## src/rtl/dmem_arbiter_if.sv

```systemverilog
// Bus bundle between the CPU, the host port, the shared data memory and
// dmem_arbiter. The slave modport is the arbiter's view; the master modport
// is the view of the surrounding environment (CPU, host bridge and memory).
interface dmem_arbiter_if;
   logic       cpu_req;
   logic       cpu_we;
   logic [7:0] cpu_addr;
   logic [7:0] cpu_wdata;
   logic [7:0] cpu_rdata;
   logic       cpu_stall;

   logic       host_req;
   logic       host_we;
   logic [7:0] host_addr;
   logic [7:0] host_wdata;
   logic       host_ack;
   logic [7:0] host_rdata;

   logic [7:0] mem_addr;
   logic [7:0] mem_w_data;
   logic       mem_w_en;
   logic [7:0] mem_r_data;

   modport slave (
      input  cpu_req, cpu_we, cpu_addr, cpu_wdata,
      output cpu_rdata, cpu_stall,
      input  host_req, host_we, host_addr, host_wdata,
      output host_ack, host_rdata,
      output mem_addr, mem_w_data, mem_w_en,
      input  mem_r_data
   );

   modport master (
      output cpu_req, cpu_we, cpu_addr, cpu_wdata,
      input  cpu_rdata, cpu_stall,
      output host_req, host_we, host_addr, host_wdata,
      input  host_ack, host_rdata,
      input  mem_addr, mem_w_data, mem_w_en,
      output mem_r_data
   );
endinterface

```

## src/rtl/dmem_arbiter.sv

```systemverilog
// dmem_arbiter: shares the single-port data memory between the CPU (priority,
// combinational path) and a host port (served in CPU-idle cycles, one-cycle
// ack with registered read data).
// Optional starvation guard enabled by defining DMEM_ARB_STARVE_GUARD_EN:
// a host denied MAX_WAIT cycles in WAIT is granted over the CPU for one cycle.
module dmem_arbiter #(
   parameter int MAX_WAIT = 4
) (
   input logic           clock,
   input logic           reset_n,
   dmem_arbiter_if.slave bus
);

   typedef enum logic [1:0] {
      ST_IDLE,
      ST_WAIT,
      ST_ACK
   } state_t;

   state_t     state_q, state_d;
   logic [7:0] hostRdata_q, hostRdata_d;
   logic       hostGrant;
   logic       starve;

   if (MAX_WAIT < 1 || MAX_WAIT > 15) begin : gBadMaxWait
      $error("dmem_arbiter: MAX_WAIT must be in 1..15");
   end

`ifdef DMEM_ARB_STARVE_GUARD_EN
   localparam logic [3:0] MaxWaitC = 4'(MAX_WAIT);

   logic [3:0] waitCnt_q, waitCnt_d;

   assign starve = (state_q == ST_WAIT) && (waitCnt_q == MaxWaitC);
`else
   assign starve = 1'b0;
`endif

   // Host wins the memory when the CPU is idle or the host has starved;
   // never in the ACK cycle and never while reset is held.
   assign hostGrant = reset_n && bus.host_req && (state_q != ST_ACK) &&
                      (!bus.cpu_req || starve);

   // State register and captured host read data
   always_ff @(posedge clock or negedge reset_n) begin
      if (!reset_n) begin
         state_q     <= ST_IDLE;
         hostRdata_q <= 8'h00;
      end else begin
         state_q     <= state_d;
         hostRdata_q <= hostRdata_d;
      end
   end

   // Next-state logic; read data is captured before any same-edge write lands
   always_comb begin
      state_d     = state_q;
      hostRdata_d = hostRdata_q;
      case (state_q)
         ST_IDLE: begin
            if (hostGrant) begin
               state_d     = ST_ACK;
               hostRdata_d = bus.mem_r_data;
            end else if (bus.host_req) begin
               state_d = ST_WAIT;
            end
         end
         ST_WAIT: begin
            if (hostGrant) begin
               state_d     = ST_ACK;
               hostRdata_d = bus.mem_r_data;
            end
         end
         ST_ACK:  state_d = ST_IDLE;
         default: state_d = ST_IDLE;
      endcase
   end

`ifdef DMEM_ARB_STARVE_GUARD_EN
   // Count consecutive denied host cycles, saturating at MAX_WAIT
   always_ff @(posedge clock or negedge reset_n) begin
      if (!reset_n) begin
         waitCnt_q <= 4'd0;
      end else begin
         waitCnt_q <= waitCnt_d;
      end
   end

   // Wait counter next value: clear on grant, start at 1 on first denial
   always_comb begin
      waitCnt_d = waitCnt_q;
      if (hostGrant) begin
         waitCnt_d = 4'd0;
      end else if (state_q == ST_IDLE && bus.host_req) begin
         waitCnt_d = 4'd1;
      end else if (state_q == ST_WAIT && waitCnt_q != MaxWaitC) begin
         waitCnt_d = waitCnt_q + 4'd1;
      end
   end
`endif

   // Memory mux, stall, ack and read-data outputs
   always_comb begin
      bus.mem_addr   = bus.cpu_addr;
      bus.mem_w_data = bus.cpu_wdata;
      bus.mem_w_en   = reset_n && bus.cpu_req && bus.cpu_we;
      if (hostGrant) begin
         bus.mem_addr   = bus.host_addr;
         bus.mem_w_data = bus.host_wdata;
         bus.mem_w_en   = bus.host_we;
      end
`ifdef DMEM_ARB_STARVE_GUARD_EN
      bus.cpu_stall  = bus.cpu_req && hostGrant;
`else
      bus.cpu_stall  = 1'b0;
`endif
      bus.cpu_rdata  = bus.mem_r_data;
      bus.host_ack   = (state_q == ST_ACK);
      bus.host_rdata = hostRdata_q;
   end

endmodule

```

## src/flat_wrapper.sv

```systemverilog
// flat-port wrapper written by rule: the top's interface ports become plain ports
module dmem_arbiter_flat 
#(
   parameter int MAX_WAIT = 4
)
  (clock, reset_n, bus_cpu_req, bus_cpu_we, bus_cpu_addr, bus_cpu_wdata, bus_cpu_rdata, bus_cpu_stall, bus_host_req, bus_host_we, bus_host_addr, bus_host_wdata, bus_host_ack, bus_host_rdata, bus_mem_addr, bus_mem_w_data, bus_mem_w_en, bus_mem_r_data);
  dmem_arbiter_if bus_i ();
  input logic clock;
  input logic reset_n;
  input wire logic [$bits(bus_i.cpu_req)-1:0] bus_cpu_req;
  input wire logic [$bits(bus_i.cpu_we)-1:0] bus_cpu_we;
  input wire logic [$bits(bus_i.cpu_addr)-1:0] bus_cpu_addr;
  input wire logic [$bits(bus_i.cpu_wdata)-1:0] bus_cpu_wdata;
  output wire logic [$bits(bus_i.cpu_rdata)-1:0] bus_cpu_rdata;
  output wire logic [$bits(bus_i.cpu_stall)-1:0] bus_cpu_stall;
  input wire logic [$bits(bus_i.host_req)-1:0] bus_host_req;
  input wire logic [$bits(bus_i.host_we)-1:0] bus_host_we;
  input wire logic [$bits(bus_i.host_addr)-1:0] bus_host_addr;
  input wire logic [$bits(bus_i.host_wdata)-1:0] bus_host_wdata;
  output wire logic [$bits(bus_i.host_ack)-1:0] bus_host_ack;
  output wire logic [$bits(bus_i.host_rdata)-1:0] bus_host_rdata;
  output wire logic [$bits(bus_i.mem_addr)-1:0] bus_mem_addr;
  output wire logic [$bits(bus_i.mem_w_data)-1:0] bus_mem_w_data;
  output wire logic [$bits(bus_i.mem_w_en)-1:0] bus_mem_w_en;
  input wire logic [$bits(bus_i.mem_r_data)-1:0] bus_mem_r_data;
  assign bus_i.cpu_req = bus_cpu_req;
  assign bus_i.cpu_we = bus_cpu_we;
  assign bus_i.cpu_addr = bus_cpu_addr;
  assign bus_i.cpu_wdata = bus_cpu_wdata;
  assign bus_cpu_rdata = bus_i.cpu_rdata;
  assign bus_cpu_stall = bus_i.cpu_stall;
  assign bus_i.host_req = bus_host_req;
  assign bus_i.host_we = bus_host_we;
  assign bus_i.host_addr = bus_host_addr;
  assign bus_i.host_wdata = bus_host_wdata;
  assign bus_host_ack = bus_i.host_ack;
  assign bus_host_rdata = bus_i.host_rdata;
  assign bus_mem_addr = bus_i.mem_addr;
  assign bus_mem_w_data = bus_i.mem_w_data;
  assign bus_mem_w_en = bus_i.mem_w_en;
  assign bus_i.mem_r_data = bus_mem_r_data;
  dmem_arbiter #(.MAX_WAIT(MAX_WAIT)) u_core (.clock(clock), .reset_n(reset_n), .bus(bus_i));
endmodule
```

## config.mk

```make
export PLATFORM = sky130hd
export DESIGN_NAME = dmem_arbiter_flat
export DESIGN_NICKNAME = d
export VERILOG_FILES = /design/src/rtl/dmem_arbiter_if.sv /design/src/rtl/dmem_arbiter.sv /design/src/flat_wrapper.sv
export SDC_FILE = /design/constraint.sdc
export NUM_CORES = 1
export LEC_CHECK = 0
export CAP_MARGIN = 25
export CORE_UTILIZATION = 23
export CTS_BUF_LIST = sky130_fd_sc_hd__clkbuf_16
export DETAILED_ROUTE_END_ITERATION = 10
export GPL_ROUTABILITY_DRIVEN = 0
export PLACE_DENSITY = 0.72
export SYNTH_ARGS = -nofsm -noshare
export SYNTH_HDL_FRONTEND = slang
export SYNTH_SLANG_ARGS = --single-unit
```

## constraint.sdc

```tcl
create_clock -name clock -period 1.76 [get_ports clock]
set_clock_uncertainty 0.1 [all_clocks]
set_input_delay 0.176 -clock clock [delete_from_list [all_inputs] [get_ports clock]]
set_output_delay 0.176 -clock clock [all_outputs]
set_load 0.005 [all_outputs]
```

* Word level (Yosys, flattened, before mapping)
Index checks and enable logic that the tools add are counted.
** Operators by class
- Reduce and logical (&&, ||, !) cells :: 10
- Muxes and demuxes :: 7
- Equality and inequality tests :: 5
** Operators by type and width (number)
- two-way mux 8 bit :: 2
- two-way mux 2 bit :: 3
- logical AND 1 bit :: 5
- case mux 2 bit (2 select lines) :: 1
- AND reduction 2 bit :: 2
- != test 3 x 2 -> 1 bit (second input constant) :: 1
- == test 2 x 1 -> 1 bit (second input constant) :: 1
- == test 2 bit (second input constant) :: 1
- zero test 2 bit :: 1
- != test 2 x 1 -> 1 bit (second input constant) :: 1
- != test 2 bit (second input constant) :: 1
- OR reduction 2 bit :: 1
- zero test 1 bit :: 1
- two-way mux 1 bit :: 1
** Storage, ports and cells
- Input port bits :: 46
- Output and inout bits :: 35
- Bits in registers :: 10
- Word-level logic and storage cells :: 24

* Depth between registers and ports, before layout
Gate-level depths: netlist of the first run.
- Word-level depth :: 5
- Mapped depth :: 4
- Mapped depth without buffers :: 3

* Worst setup path after synthesis of the first run
OpenSTA, ideal clock, no wires.
- Path type :: register to output
- From :: register u_core.state_q[1]
- To :: output bus_mem_addr[0]
- Arrival time :: 1215 ps
- Slack :: 269 ps
- Path buffers :: 1
- Stages on the path, launching flop included :: 5
- Required time :: 1484 ps
- Cell sequence :: dfrtp_1 > nor2b_4 > nor2_4 > buf_6 > mux2_2
** On the way
- Cells in the longest elaborated chain, start to end :: 4
** RTL lines
- start, declared :: RTL line dmem_arbiter.sv:20 : state_t state_q, state_d;
- start signal, assigned :: RTL line dmem_arbiter.sv:50 : state_q <= state_d;
- != test 2 bit :: RTL line dmem_arbiter.sv:41 : assign hostGrant = reset_n && bus.host_req && (state_q != ST_ACK) &&
- logical AND 1 bit (2 in series) :: RTL line dmem_arbiter.sv:41
- two-way mux 8 bit :: RTL line dmem_arbiter.sv:107 : if (hostGrant) begin
- end, declared :: RTL line flat_wrapper.sv:22 : output wire logic [$bits(bus_i.mem_addr)-1:0] bus_mem_addr;
Every way passes these cells.

* Final worst setup path of the first run
- From :: register u_core.state_q[1]
- To :: output bus_mem_addr[5]
Same word-level chain as after synthesis.

==> results.py, run 1 <==
metrics = {
    "final_layout": {
        "drive_above_1_share_pct": 43.4,
        "multi_input_area_um2": 404,
        "seqCellArea_um2": 250,
        "most-common-layout-cells": "59 x clkdlybuf4s50_1, 18 x buf_6, 16 x mux2_4, 10 x dfrtp_1, 8 x mux2_2",
        "final_cell_area_mm2": 0.00170,
        "nNetsFinal": 184,
        "nFillCells": 226,
        "area_growth_pct": 153,
        "antenna-diode-count": 0,
        "final_common_cell": "clkdlybuf4s50_1",
    },
    "worst_setup_path": {
        "required_ns": 1.48,
        "path_common_cell": "buf_6",
        "cpLargestDelayFamily": "flip-flops",
        "max_stage_delay_ns": 0.37,
        "r2r-end": "u_core.bus.host_rdata[5]",
        "endpoint_kind": "output pin",
        "crit_type": "flip-flop to output pin",
        "cp_cell_sequence": "nor2b_4 -> nor2_4 -> buf_6 -> buf_16 -> mux2_4 -> buf_6",
        "cp_max_fo": 4,
        "start_kind": "flip-flop",
        "crit_slowest_cell": "dfrtp_1",
        "critPathArrivalTime_ns": 1.53,
        "worstReg2RegStart": "u_core.state_q[1]",
        "critPathBufInv": 3,
        "reg2reg_depth": 4,
        "ff2ff_setup_slack_ns": 0.39,
    },
    "status": {
        "failed_checks": "setup timing",
        "status": "finished, violations left",
    },
    "synthesis": {
        "synth-seq-cells": 10,
        "syn-cell-area_um2": 673,
        "ys_seq_area_share_pct": 37.2,
        "syn_inst": 52,
        "synth_warnings": 0,
        "synth.net_count": 98,
        "syn_area_per_cell_um2": 12.9,
        "synth_cell_types": 12,
    },
    "clocking": {
        "cts_buffer_depth": 2,
        "clkTransAtPathRegs_ns": 0.04,
        "htreeDepth": 1,
        "insertion_delay_ns": 0.23,
        "cts_buffers": 3,
        "clockRootBuffer": "clkbuf_16",
        "cts_sinks": 10,
        "cts_tree": "yes",
    },
    "hold_path": {
        "hp-start": "u_core.bus.host_rdata[2]",
        "hold_class": "flip-flop to flip-flop",
        "holdPathEnd": "u_core.bus.host_rdata[2]",
        "whs_path_depth": 1,
    },
    "pwr": {
        "switching_power_w": 0.000224,
        "pwr_density_cell_mw_per_mm2": 643,
        "p_leak_nw": 0.752,
        "internal-power_w": 0.000872,
        "clkPwrFrac_pct": 35.2,
        "seqPwrFrac_pct": 27.0,
        "combPwrFrac_pct": 37.8,
        "ir_drop_uv": 600,
        "switching_share_pct": 20.4,
    },
    "route": {
        "first_pass_iters": 2,
        "wire_per_inst_um": 16.3,
        "via_per_inst": 4.28,
        "routed_wl_um": 2720,
        "dr.first_iter.drc_count": 32,
        "antenna_left": 0,
        "vias": 714,
        "drcViolationCount": 0,
    },
    "floorplan": {
        "fp.dieH_um": 56.1,
        "core_mm2": 0.00276,
        "dieArea_mm2": 0.00315,
        "die_w_um": 56.1,
        "rows": 19,
        "io_pins": 81,
        "start_util_pct": 24.4,
    },
    "grt": {
        "grt_max_degree": 11,
        "grt_usage_pct": 17.1,
        "first_global_vias": 776,
        "antenna_found_initial": 0,
        "grt-ovfl-total": 0,
        "grt_pass1_wl_um": 4130,
    },
    "placed_design": {
        "io_buffers": 79,
        "dpl_worst_slack_ns": -0.400,
        "placed_area_mm2": 0.00149,
        "hpwl_um": 1940,
    },
    "job": {
        "drv_cap": 0,
    },
    "timing": {
        "finalHoldWorstSlack_ns": 0.400,
        "setup_ws_ns": -0.0428,
        "period_share_pct": 102,
        "hold_viol": 0,
        "drv_slew": 0,
        "rsz0062_at_grt": "true",
        "setup_viol": 9,
        "final.min_clock_period_ns": 1.80,
        "fmax_ghz": 0.555,
    },
}
-- what timing repair did --
item                                    in CTS  in global routing
setup buffers                                3                  0
pin swaps                                    1                  0
endpoints found under the hold margin       10                  0
hold buffers                                 1                  0
endpoints found under the setup margin      17                 17
resized for setup                          106                  0
gates cloned                                 2                  0
-- sequential cells by signal, indices dropped and copies added (netlist names) --
name / cells
u_core.state_q: 2
u_core.bus.host_rdata: 8
-- power groups by stage --
stage,logic [W],clock network [W],registers [W]
6_report,0.000414,0.000386,0.000296
5_1_grt,0.000437,0.000403,0.000301
2_1_floorplan,0.000103,0,0.000300
4_1_cts,0.000421,0.000396,0.000297
3_5_place_dp,0.000373,0,0.000300
3_3_place_gp,0.000370,0,0.000296
-- worst register-to-register path: stages (launching register included) --
cell and delay, ns:
dfrtp_1 0.37, buf_4 0.14, nor2_2 0.14, buf_4 0.17, mux2_2 0.33
-- Yosys cell counts --
cell      instances  area (µm²)
a32o_1            1        10.0
buf_4             9        67.6
dfrtp_1          10         250
nor2_2            1        6.26
o21ai_0           1        5.00
nor2_4            1        11.3
nor2b_4           1        13.8
conb_1            1        3.75
mux2_2           24         270
nor2_1            1        3.75
nand3b_4          1        20.0
buf_6             1        11.3
-- worst max-delay path by stage --
| stage | start | endpoint | slack [ns] | cells after the start |
|---|---|---|---|---|
| after detailed placement | reset_n | bus_mem_w_data[4] | -0.40 | 6 |
| after global placement | reset_n | bus_mem_addr[5] | -0.37 | 6 |
| after CTS | u_core.state_q[1] | bus_mem_addr[2] | -0.04 | 6 |
| final | u_core.state_q[1] | bus_mem_addr[5] | -0.04 | 6 |
| after global routing | u_core.state_q[1] | bus_mem_addr[5] | -0.09 | 6 |
| after floorplan | u_core.state_q[1] | bus_mem_addr[0] | 0.27 | 4 |
-- final cells by class --
type | instances | area share [%]
Clock buffer | 3 | 4.41
Multi-Input combinational cell | 32 | 23.7
Sequential cell | 10 | 14.7
Tap cell | 31 | 2.28
Timing Repair Buffer | 91 | 54.9
-- logic make-up after synthesis --
kind of cell | synth area share, %
AND/OR/NAND/NOR | 8.18
AO/OA/AOI/OAI | 2.23
multiplexers | 40.1
flip-flops | 37.2
other | 0.557
buffers and inverters | 11.7
-- per-layer routing --
metal | GRT usage (%) | wire, µm
met1 | 20.7 | 1030
met3 | 4.19 | 117
met5 | 0 | 0
met4 | 4.18 | 46
met2 | 30.4 | 1520
-- stage by stage --
stage	TNS [ns]	total power, W	std cells	utilization, %
after detailed placement	-6.62	0.000673	159	54.0
after CTS	-0.515	0.00111	168	62.7
after floorplan	0	0.000404	52	-
after global placement	-5.93	0.000666	159	54.0
final	-0.316	0.00110	167	61.8
after global routing	-0.970	0.00114	167	61.8
No activity file was read; power rests on OpenSTA's default activity.
==> run 2: changes to the inputs <==
- CAP_MARGIN: 25 -> not set
==> results of run 2 <==
Final layout, timing and power as in run 1 (identical DEF).
